--- config.mk ---
export PLATFORM = sky130hd
export DESIGN_NAME = dma_fifo_flat
export DESIGN_NICKNAME = d
export VERILOG_FILES = /design/src/rtl/dma_fifo_pkg.sv /design/src/rtl/dma_fifo_if.sv /design/src/rtl/dma_fifo_mem.sv /design/src/rtl/dma_fifo.sv /design/src/flat_wrapper.sv
export SDC_FILE = /design/constraint.sdc
export NUM_CORES = 1
export LEC_CHECK = 0
export BUFFER_PORTS_ARGS = -buffer_cell sky130_fd_sc_hd__buf_2
export CORE_ASPECT_RATIO = 0.7
export CORE_MARGIN = 5
export CORE_UTILIZATION = 35
export DETAILED_ROUTE_END_ITERATION = 8
export GPL_TIMING_DRIVEN = 0
export PLACE_DENSITY = 0.55
export SLEW_MARGIN = 20
export SYNTH_ARGS = -nofsm -noshare
export SYNTH_HDL_FRONTEND = slang
export SYNTH_SLANG_ARGS = --single-unit
--- constraint.sdc ---
create_clock -name clk -period 21.1 [get_ports clk]
set_clock_uncertainty 0.1 [all_clocks]
set_input_delay 4.22 -clock clk [delete_from_list [all_inputs] [get_ports clk]]
set_output_delay 4.22 -clock clk [all_outputs]
set_load 0.005 [all_outputs]
--- src/rtl/dma_fifo_pkg.sv ---
// dma_pkg: shared constants and sizing helpers for the DMA controller FIFO.
//   DATA_LEN        word width
//   ADDR_LEN        DMA address width
//   FIFO_DEPTH      FIFO pointer width (entries = 2**FIFO_DEPTH)
//   FIFO_DIV_FACTOR shift applied to the entry count for the partial-empty threshold
package dma_pkg;
  localparam int DATA_LEN        = 16;
  localparam int ADDR_LEN        = 16;
  localparam int FIFO_DEPTH      = 5;
  localparam int FIFO_DIV_FACTOR = 3;

  function automatic int fifo_entries(input int addr_size);
    return 1 << addr_size;
  endfunction

  function automatic int fifo_partial(input int addr_size, input int div_factor);
    return (1 << addr_size) >> div_factor;
  endfunction
endpackage

--- src/rtl/dma_fifo_if.sv ---
// dma_fifo_if: handshake/data bundle between the DMA controller and its FIFO.
//   master: controller side (drives enable, direction, rollback flag, write data)
//   slave : FIFO side (drives read data and status flags)
interface dma_fifo_if #(parameter int DATA = dma_pkg::DATA_LEN);
  logic            fifo_enable;
  logic            fifo_wr_rd;
  logic            fifo_old_add_flag;
  logic [DATA-1:0] fifo_in;
  logic [DATA-1:0] fifo_out;
  logic            full;
  logic            empty;
  logic            empty_partial;

  modport master (
    output fifo_enable, fifo_wr_rd, fifo_old_add_flag, fifo_in,
    input  fifo_out, full, empty, empty_partial
  );
  modport slave (
    input  fifo_enable, fifo_wr_rd, fifo_old_add_flag, fifo_in,
    output fifo_out, full, empty, empty_partial
  );
endinterface

--- src/rtl/dma_fifo_mem.sv ---
// dma_fifo_mem: DEPTH x DATA register-file storage.
//   clk, reset : clock, async active-high clear of every word
//   i_we       : write strobe, i_waddr/i_wdata written at the rising edge
//   i_raddr    : read address, o_rdata is combinational (fall-through)
module dma_fifo_mem
  import dma_pkg::*;
#(
  parameter int DATA      = DATA_LEN,
  parameter int ADDR_SIZE = FIFO_DEPTH
) (
  input  logic                 clk,
  input  logic                 reset,
  input  logic                 i_we,
  input  logic [ADDR_SIZE-1:0] i_waddr,
  input  logic [DATA-1:0]      i_wdata,
  input  logic [ADDR_SIZE-1:0] i_raddr,
  output logic [DATA-1:0]      o_rdata
);
  localparam int DEPTH = fifo_entries(ADDR_SIZE);

  logic [DEPTH-1:0][DATA-1:0] r_mem;

  always_ff @(posedge clk or posedge reset) begin
    if (reset)     r_mem          <= '0;
    else if (i_we) r_mem[i_waddr] <= i_wdata;
  end

  assign o_rdata = r_mem[i_raddr];
endmodule

--- src/rtl/dma_fifo.sv ---
// dma_fifo: single-clock word FIFO between a peripheral and the memory port.
//   clk, reset : clock, async active-high reset (also clears storage)
//   rst        : sync clear of pointers, occupancy and rollback edge detector
//   bus        : dma_fifo_if.slave
//     fifo_enable/fifo_wr_rd : one push (1) or pop (0) per enabled cycle
//     fifo_old_add_flag      : undo the last op in the fifo_wr_rd direction
//     fifo_out               : word at read pointer, fall-through
//     full/empty/empty_partial : occupancy status
module dma_fifo
  import dma_pkg::*;
#(
  parameter int DATA       = DATA_LEN,
  parameter int ADDR_SIZE  = FIFO_DEPTH,
  parameter int DIV_FACTOR = FIFO_DIV_FACTOR
) (
  input  logic        clk,
  input  logic        reset,
  input  logic        rst,
  dma_fifo_if.slave   bus
);
  localparam int DEPTH = fifo_entries(ADDR_SIZE);
  localparam int PART  = fifo_partial(ADDR_SIZE, DIV_FACTOR);
  localparam logic [ADDR_SIZE:0] DEPTH_C = (ADDR_SIZE+1)'(DEPTH);
  localparam logic [ADDR_SIZE:0] PART_C  = (ADDR_SIZE+1)'(PART);

  logic [ADDR_SIZE-1:0] r_wr_ptr, r_rd_ptr;
  logic [ADDR_SIZE:0]   r_occ;
  logic                 r_flag_q;

  logic w_full, w_empty, w_roll, w_push, w_pop, w_rb_wr, w_rb_rd;

  assign w_full  = (r_occ == DEPTH_C);
  assign w_empty = (r_occ == '0);

  // Rollback acts only on the rising edge of the flag; while the flag is
  // held, normal enables are suppressed so the FIFO simply holds.
  assign w_roll  = bus.fifo_old_add_flag & ~r_flag_q;
  assign w_push  = bus.fifo_enable & bus.fifo_wr_rd  & ~bus.fifo_old_add_flag & ~w_full;
  assign w_pop   = bus.fifo_enable & ~bus.fifo_wr_rd & ~bus.fifo_old_add_flag & ~w_empty;
  assign w_rb_wr = w_roll & bus.fifo_wr_rd  & ~w_empty;
  assign w_rb_rd = w_roll & ~bus.fifo_wr_rd & ~w_full;

  always_ff @(posedge clk or posedge reset) begin
    if (reset) begin
      r_wr_ptr <= '0;
      r_rd_ptr <= '0;
      r_occ    <= '0;
      r_flag_q <= 1'b0;
    end else if (rst) begin
      r_wr_ptr <= '0;
      r_rd_ptr <= '0;
      r_occ    <= '0;
      r_flag_q <= 1'b0;
    end else begin
      r_flag_q <= bus.fifo_old_add_flag;
      if (w_push) begin
        r_wr_ptr <= r_wr_ptr + 1'b1;
        r_occ    <= r_occ + 1'b1;
      end else if (w_pop) begin
        r_rd_ptr <= r_rd_ptr + 1'b1;
        r_occ    <= r_occ - 1'b1;
      end else if (w_rb_wr) begin
        r_wr_ptr <= r_wr_ptr - 1'b1;
        r_occ    <= r_occ - 1'b1;
      end else if (w_rb_rd) begin
        r_rd_ptr <= r_rd_ptr - 1'b1;
        r_occ    <= r_occ + 1'b1;
      end
    end
  end

  dma_fifo_mem #(.DATA(DATA), .ADDR_SIZE(ADDR_SIZE)) u_mem (
    .clk     (clk),
    .reset   (reset),
    .i_we    (w_push & ~rst),
    .i_waddr (r_wr_ptr),
    .i_wdata (bus.fifo_in),
    .i_raddr (r_rd_ptr),
    .o_rdata (bus.fifo_out)
  );

  assign bus.full          = w_full;
  assign bus.empty         = w_empty;
  assign bus.empty_partial = (r_occ <= PART_C);
endmodule

--- src/flat_wrapper.sv ---
// flat-port wrapper written by rule: the top's interface ports become plain ports
module dma_fifo_flat import dma_pkg::*;
#(
  parameter int DATA       = DATA_LEN,
  parameter int ADDR_SIZE  = FIFO_DEPTH,
  parameter int DIV_FACTOR = FIFO_DIV_FACTOR
)
  (clk, reset, rst, bus_fifo_enable, bus_fifo_wr_rd, bus_fifo_old_add_flag, bus_fifo_in, bus_fifo_out, bus_full, bus_empty, bus_empty_partial);
  dma_fifo_if #(.DATA(DATA)) bus_i ();
  input  logic clk;
  input  logic reset;
  input  logic rst;
  input wire logic [$bits(bus_i.fifo_enable)-1:0] bus_fifo_enable;
  input wire logic [$bits(bus_i.fifo_wr_rd)-1:0] bus_fifo_wr_rd;
  input wire logic [$bits(bus_i.fifo_old_add_flag)-1:0] bus_fifo_old_add_flag;
  input wire logic [$bits(bus_i.fifo_in)-1:0] bus_fifo_in;
  output wire logic [$bits(bus_i.fifo_out)-1:0] bus_fifo_out;
  output wire logic [$bits(bus_i.full)-1:0] bus_full;
  output wire logic [$bits(bus_i.empty)-1:0] bus_empty;
  output wire logic [$bits(bus_i.empty_partial)-1:0] bus_empty_partial;
  assign bus_i.fifo_enable = bus_fifo_enable;
  assign bus_i.fifo_wr_rd = bus_fifo_wr_rd;
  assign bus_i.fifo_old_add_flag = bus_fifo_old_add_flag;
  assign bus_i.fifo_in = bus_fifo_in;
  assign bus_fifo_out = bus_i.fifo_out;
  assign bus_full = bus_i.full;
  assign bus_empty = bus_i.empty;
  assign bus_empty_partial = bus_i.empty_partial;
  dma_fifo #(.DATA(DATA), .ADDR_SIZE(ADDR_SIZE), .DIV_FACTOR(DIV_FACTOR)) u_core (.clk(clk), .reset(reset), .rst(rst), .bus(bus_i));
endmodule
# --- Yosys cells after proc, flatten, opt, wreduce, memory -nomap -nowiden ---
# Cells that the tools add are included.
word_totals:
  register_bits: 529
  input_bits: 22
  elab_cells: 95
classes:
  addsub: 6
  n_lt_le_gt_ge: 4
  n_eq_ne: 4
  n_mux: 20
  bitwise: 18
  reduce_logical: 7
op_table:
  columns: ["cell", "count"]
  rows:
  - ["$bwmux W512", 1]
  - ["$bmux W16 S5", 1]
  - ["$demux W16 S5", 1]
  - ["$mux W5", 9]
  - ["$mux W16", 2]
  - ["$mux W6", 5]
  - ["$and A1 B1 Y1", 12]
  - ["$lt A5 B6 Y1 const B", 2]
  - ["$add A5 B1 Y5 const B", 2]
  - ["$sub A5 B1 Y5 const B", 2]
  - ["$add A6 B1 Y6 const B", 1]
  - ["$eq A6 B6 Y1 const B", 1]
  - ["$le A6 B3 Y1 const B", 1]
  - ["$logic_not A6 Y1", 1]
  - ["$ne A3 B2 Y1 const B", 2]
  - ["$not A1 Y1", 6]
  - ["$reduce_bool A3 Y1", 2]
  - ["$sub A6 B1 Y6 const B", 1]
  - ["$ge A5 B1 Y1 const B", 1]
  - ["$reduce_bool A5 Y1", 1]
  - ["$reduce_and A3 Y1", 1]
  - ["$ne A2 B2 Y1 const B", 1]
  - ["$reduce_and A2 Y1", 1]
  - ["$logic_and A1 B1 Y1", 1]
  - ["$mux W1", 1]

# --- Logic depth before layout (Yosys ltp) ---
logic_depth:
  word_depth: 9
  depth_mapped: 11
  depth_no_buf: 11

# --- Hierarchy ---
# Synthesis repeated with hierarchy kept, for this count alone.
unflattened:
  hier_cells: 1874
  area_unflattened_um2: 25657.1
by_module_without_submodules:
  columns: ["module", "n_inst", "cells_each", "area_each_um2", "seq_area_each_um2"]
  rows:
  - ["dma_fifo_mem", 1, 1731, 24272.0, 12812.3]
  - ["dma_fifo", 1, 143, 1385.1, 425.4]

# --- Worst setup path after synthesis ---
# No wires, ideal clock.
synth_timing:
  path_type: "register to output"
  from: "reg u_core.r_rd_ptr[0]"
  to: "out bus_fifo_out[2]"
  t_arrival_ns: 2.119
  required_time_ns: 16.780
  setup_slack_ns: 14.661
  stages_incl_launch_ff: 7
  path_cell_list: "dfrtp_1 > clkbuf_1 > clkbuf_1 > buf_2 > mux4_2 > mux2i_1 > a221oi_1"
synth_via:
  elab_chain_cells: 2
synth_rtl:
  columns: ["item", "line", "text"]
  rows:
  - ["start, declared", "dma_fifo.sv:26", "logic [ADDR_SIZE-1:0] r_wr_ptr, r_rd_ptr;"]
  - ["start signal, assigned", "dma_fifo.sv:60", "r_rd_ptr <= r_rd_ptr + 1'b1;"]
  - ["start signal, assigned", "dma_fifo.sv:66", "r_rd_ptr <= r_rd_ptr - 1'b1;"]
  - ["$bmux W16 S5", "dma_fifo_mem.sv:28", "assign o_rdata = r_mem[i_raddr];"]
  - ["$mux W16 (implied by the code)", "dma_fifo_mem.sv:28", null]
  - ["end, declared", "flat_wrapper.sv:17", "output wire logic [$bits(bus_i.fifo_out)-1:0] bus_fifo_out;"]
# Every way passes these cells. The select of a mux whose other input is x is not followed.

# --- Final worst setup path ---
layout_timing:
  from: "reg u_core.r_rd_ptr[1]"
  to: "out bus_fifo_out[15]"
# The elaborated chain is that of the path after synthesis.

==> results.txt <==
outcome: finished, final reports clean
Layout Area Growth over Synthesis: 13.43%
CP startpoint kind: flop
met2 wire len: 27.24 mm
number of global-route vias before repair: 15.00k
EDFF count, synth: 0
Hold WC Path Type: reg -> reg
gr ovfl total: 0
highest metal used: met4
Port Buffers: 40
Starting Density: 0.3529
Mapped Area: 0.02464 mm^2
most common cell after layout, fill and taps aside: dfrtp_1
Primary FF master, synth: dfrtp_1
DR DRC count: 0
syn nets: 1599
Clock Sinks: 529
worst r2r src: u_core.r_occ[0]$_DFFE_PP0P_
final-report hold violation count: 0
root buffer cell: clkbuf_16
met1 WL: 32.23 mm
Global Route Usage Sum: 0.1691
drt initial violations: 838
Die Width: 327.2 um
routed wl met3: 3.155 mm
drt via density: 5.418
final period utilization: 0.4303
vias post-DR: 14.19k
peak supply drop: 0.05334 mV
leading area contributor after synthesis: dfrtp_1
max_cap viols: 0
Least-Margin Pin Slew: 1.120 ns
Yosys cell types: 50
Synth area leaders: dfrtp_1 (54%), mux2_2 (21%), mux4_2 (12%), mux2i_1 (2.8%), mux2_1 (2.7%)
hold path cells: 1
fin cells: 2618
ant diodes: 0
Reg clk slew, reported paths: 0.07 ns
cells after synthesis: 1565
power density cells: 96.95 mW/mm^2
row count: 81
layout cells sized above 1: 0.4628
FF-to-FF setup slack: 17.37 ns
Inst Count DP: 2523
Clock Latency Late Sink: 0.62 ns
CORE AREA: 0.06983 mm^2
Leak: 13.15 nW
largest net degree at the start of global routing: 106
Max FO, Critical Path: 10
dpl hpwl: 46.54 mm
Ys Warns: 0
Slew Limit Fails: 0
chip height: 232.0 um
placer's final routability congestion estimate: 0.7960
Async S/R FF share, synth: 1.000
CP required: 16.78 ns
Num CTS Buffers: 53
most frequent cells in the layout: dfrtp_1 (529), mux2_2 (455), mux4_2 (128)
cts hold-fix bufs: 0
Hold Path Sink: u_core.u_mem.r_mem[147]$_DFFE_PP0P_
final wirelength: 63.73 mm
Worst Path Arrival: 4.76 ns
DRT Pass-1 Iters: 5
CTS tree: done
Slew HR: 0.2531
Final ANT Viol Nets: 0
Setup Fix Bufs, Post-CTS: 0
H-tree levels: 2
crit path kind: reg -> out
# setup viols final: 0
FF-to-FF End: u_core.u_mem.r_mem[35]$_DFFE_PP0P_
Avg WL per Cell: 24.34 um
Final #Nets: 1699
Setup TNS: 0 ns
Synth top area share: 0.5371
min-delay src: u_core.u_mem.r_mem[147]$_DFFE_PP0P_
R2R depth: 8
Max Root-Sink Buffers: 3
fin crit period: 9.079 ns
number of top-level pins: 41
average size of a mapped cell: 15.75 um^2
die area: 0.07591 mm^2
post-synthesis sequential area ratio: 0.5371
number of synthesized register bits: 529
post_cts resized: 0
Crit. End Element: output pin
Fmax: 110.1 MHz
first-pass GRT wire length: 97.55 mm
antenna violations before repair: 0
RSZ-0062 raised after global routing: no
how the worst max path moves through the flow:
stage | from | to | slack [ns] | cells after the start
2_1_floorplan | reset | u_core.r_flag_q$_DFF_PP0_ | 2.00 | 1
3_3_place_gp | reset | u_core.u_mem.r_mem[18]$_DFFE_PP0P_ | -3.79 | 2
3_5_place_dp | u_core.r_rd_ptr[1]$_DFFE_PP0P_ | bus_fifo_out[15] | 12.24 | 7
4_1_cts | u_core.r_rd_ptr[1]$_DFFE_PP0P_ | bus_fifo_out[15] | 11.57 | 7
5_1_grt | u_core.r_rd_ptr[1]$_DFFE_PP0P_ | bus_fifo_out[15] | 11.72 | 7
6_report | u_core.r_rd_ptr[1]$_DFFE_PP0P_ | bus_fifo_out[15] | 12.02 | 7
stage by stage:
stage	setup slack, ns	hold WS [ns]	util	instance area (um^2)	power, mW
2_1_floorplan	1.998	0.3532	-	24640	1.536
3_3_place_gp	-3.793	0.3626	0.3722	25990	1.724
3_5_place_dp	12.24	0.3710	0.3743	26140	1.740
4_1_cts	11.57	0.3885	0.4003	27950	2.744
5_1_grt	11.72	0.3995	0.4003	27960	2.833
6_report	12.02	0.3814	0.4003	27960	2.710
metal layers:
metal / GRT usage / vias up
met5: 0.002558 / -
met4: 0.03711 / 0
met3: 0.03422 / 73
met2: 0.2457 / 244
met1: 0.2611 / 7807
li1: - / 6061
worst max-delay path: stages, from the launching register on:
cell and delay [ns]:
dfrtp_1 0.49, clkbuf_1 0.62, clkbuf_2 0.63, buf_1 0.85
mux4_2 0.42, mux2i_1 0.13, a221oi_1 0.73, buf_2 0.25
layout make-up:
type,instances,area [um^2]
fillers,6434,41870
plain buffers,137,640.6
flip-flops and latches,529,13240
repair buffers,45,337.8
multi-input cells,892,10750
inverters,7,33.78
clock buffers,77,1589
well taps,913,1142
clock inverters,18,226.5
cell families after synthesis:
| group | Yosys count | share of synthesized area |
|---|---|---|
| multiplexers | 713 | 0.3807 |
| adder cells (fa/ha/maj) | 12 | 0.006702 |
| XOR/XNOR | 9 | 0.003199 |
| buffers and inverters | 144 | 0.02676 |
| AO/OA/AOI/OAI | 58 | 0.01904 |
| AND/OR/NAND/NOR | 100 | 0.02645 |
| flip-flops | 529 | 0.5371 |
state kept, by name, indices dropped and copies added, names as in the netlist:
name,count
u_core.u_mem.r_mem,512
u_core.r_wr_ptr,5
u_core.r_flag_q,1
u_core.r_occ,6
u_core.r_rd_ptr,5
Yosys cell counts (2+ instances only):
| cell type | instances |
|---|---|
| dfrtp_1 | 529 |
| mux2_2 | 455 |
| mux4_2 | 128 |
| clkbuf_1 | 77 |
| mux2i_1 | 70 |
| mux2_1 | 60 |
| nor2_1 | 49 |
| buf_2 | 41 |
| a221oi_1 | 16 |
| a22o_1 | 16 |
| a21oi_1 | 11 |
| buf_1 | 10 |
| ha_1 | 10 |
| buf_6 | 9 |
| nor2_8 | 8 |
| xnor2_1 | 7 |
| inv_1 | 6 |
| nand2_1 | 5 |
| nand3b_1 | 5 |
| nor2b_1 | 5 |
| nand3_1 | 4 |
| nand4_1 | 3 |
| or3_1 | 3 |
| a211oi_1 | 2 |
| a21o_1 | 2 |
| and2_1 | 2 |
| fa_1 | 2 |
| nand2b_1 | 2 |
| o21a_1 | 2 |
| o21ai_0 | 2 |
| or3b_2 | 2 |
| or4_1 | 2 |
| or4b_1 | 2 |
| xor2_1 | 2 |
where the power goes:
part	switching (mW)	internal [mW]	leakage [nW]	total, mW
registers	0.0502	1.11	7.30	1.16
logic	0.299	0.257	4.96	0.556
clock network	0.413	0.581	0.893	0.995
total	0.763	1.95	13.2	2.71
Power figures use the tool's default switching activity.
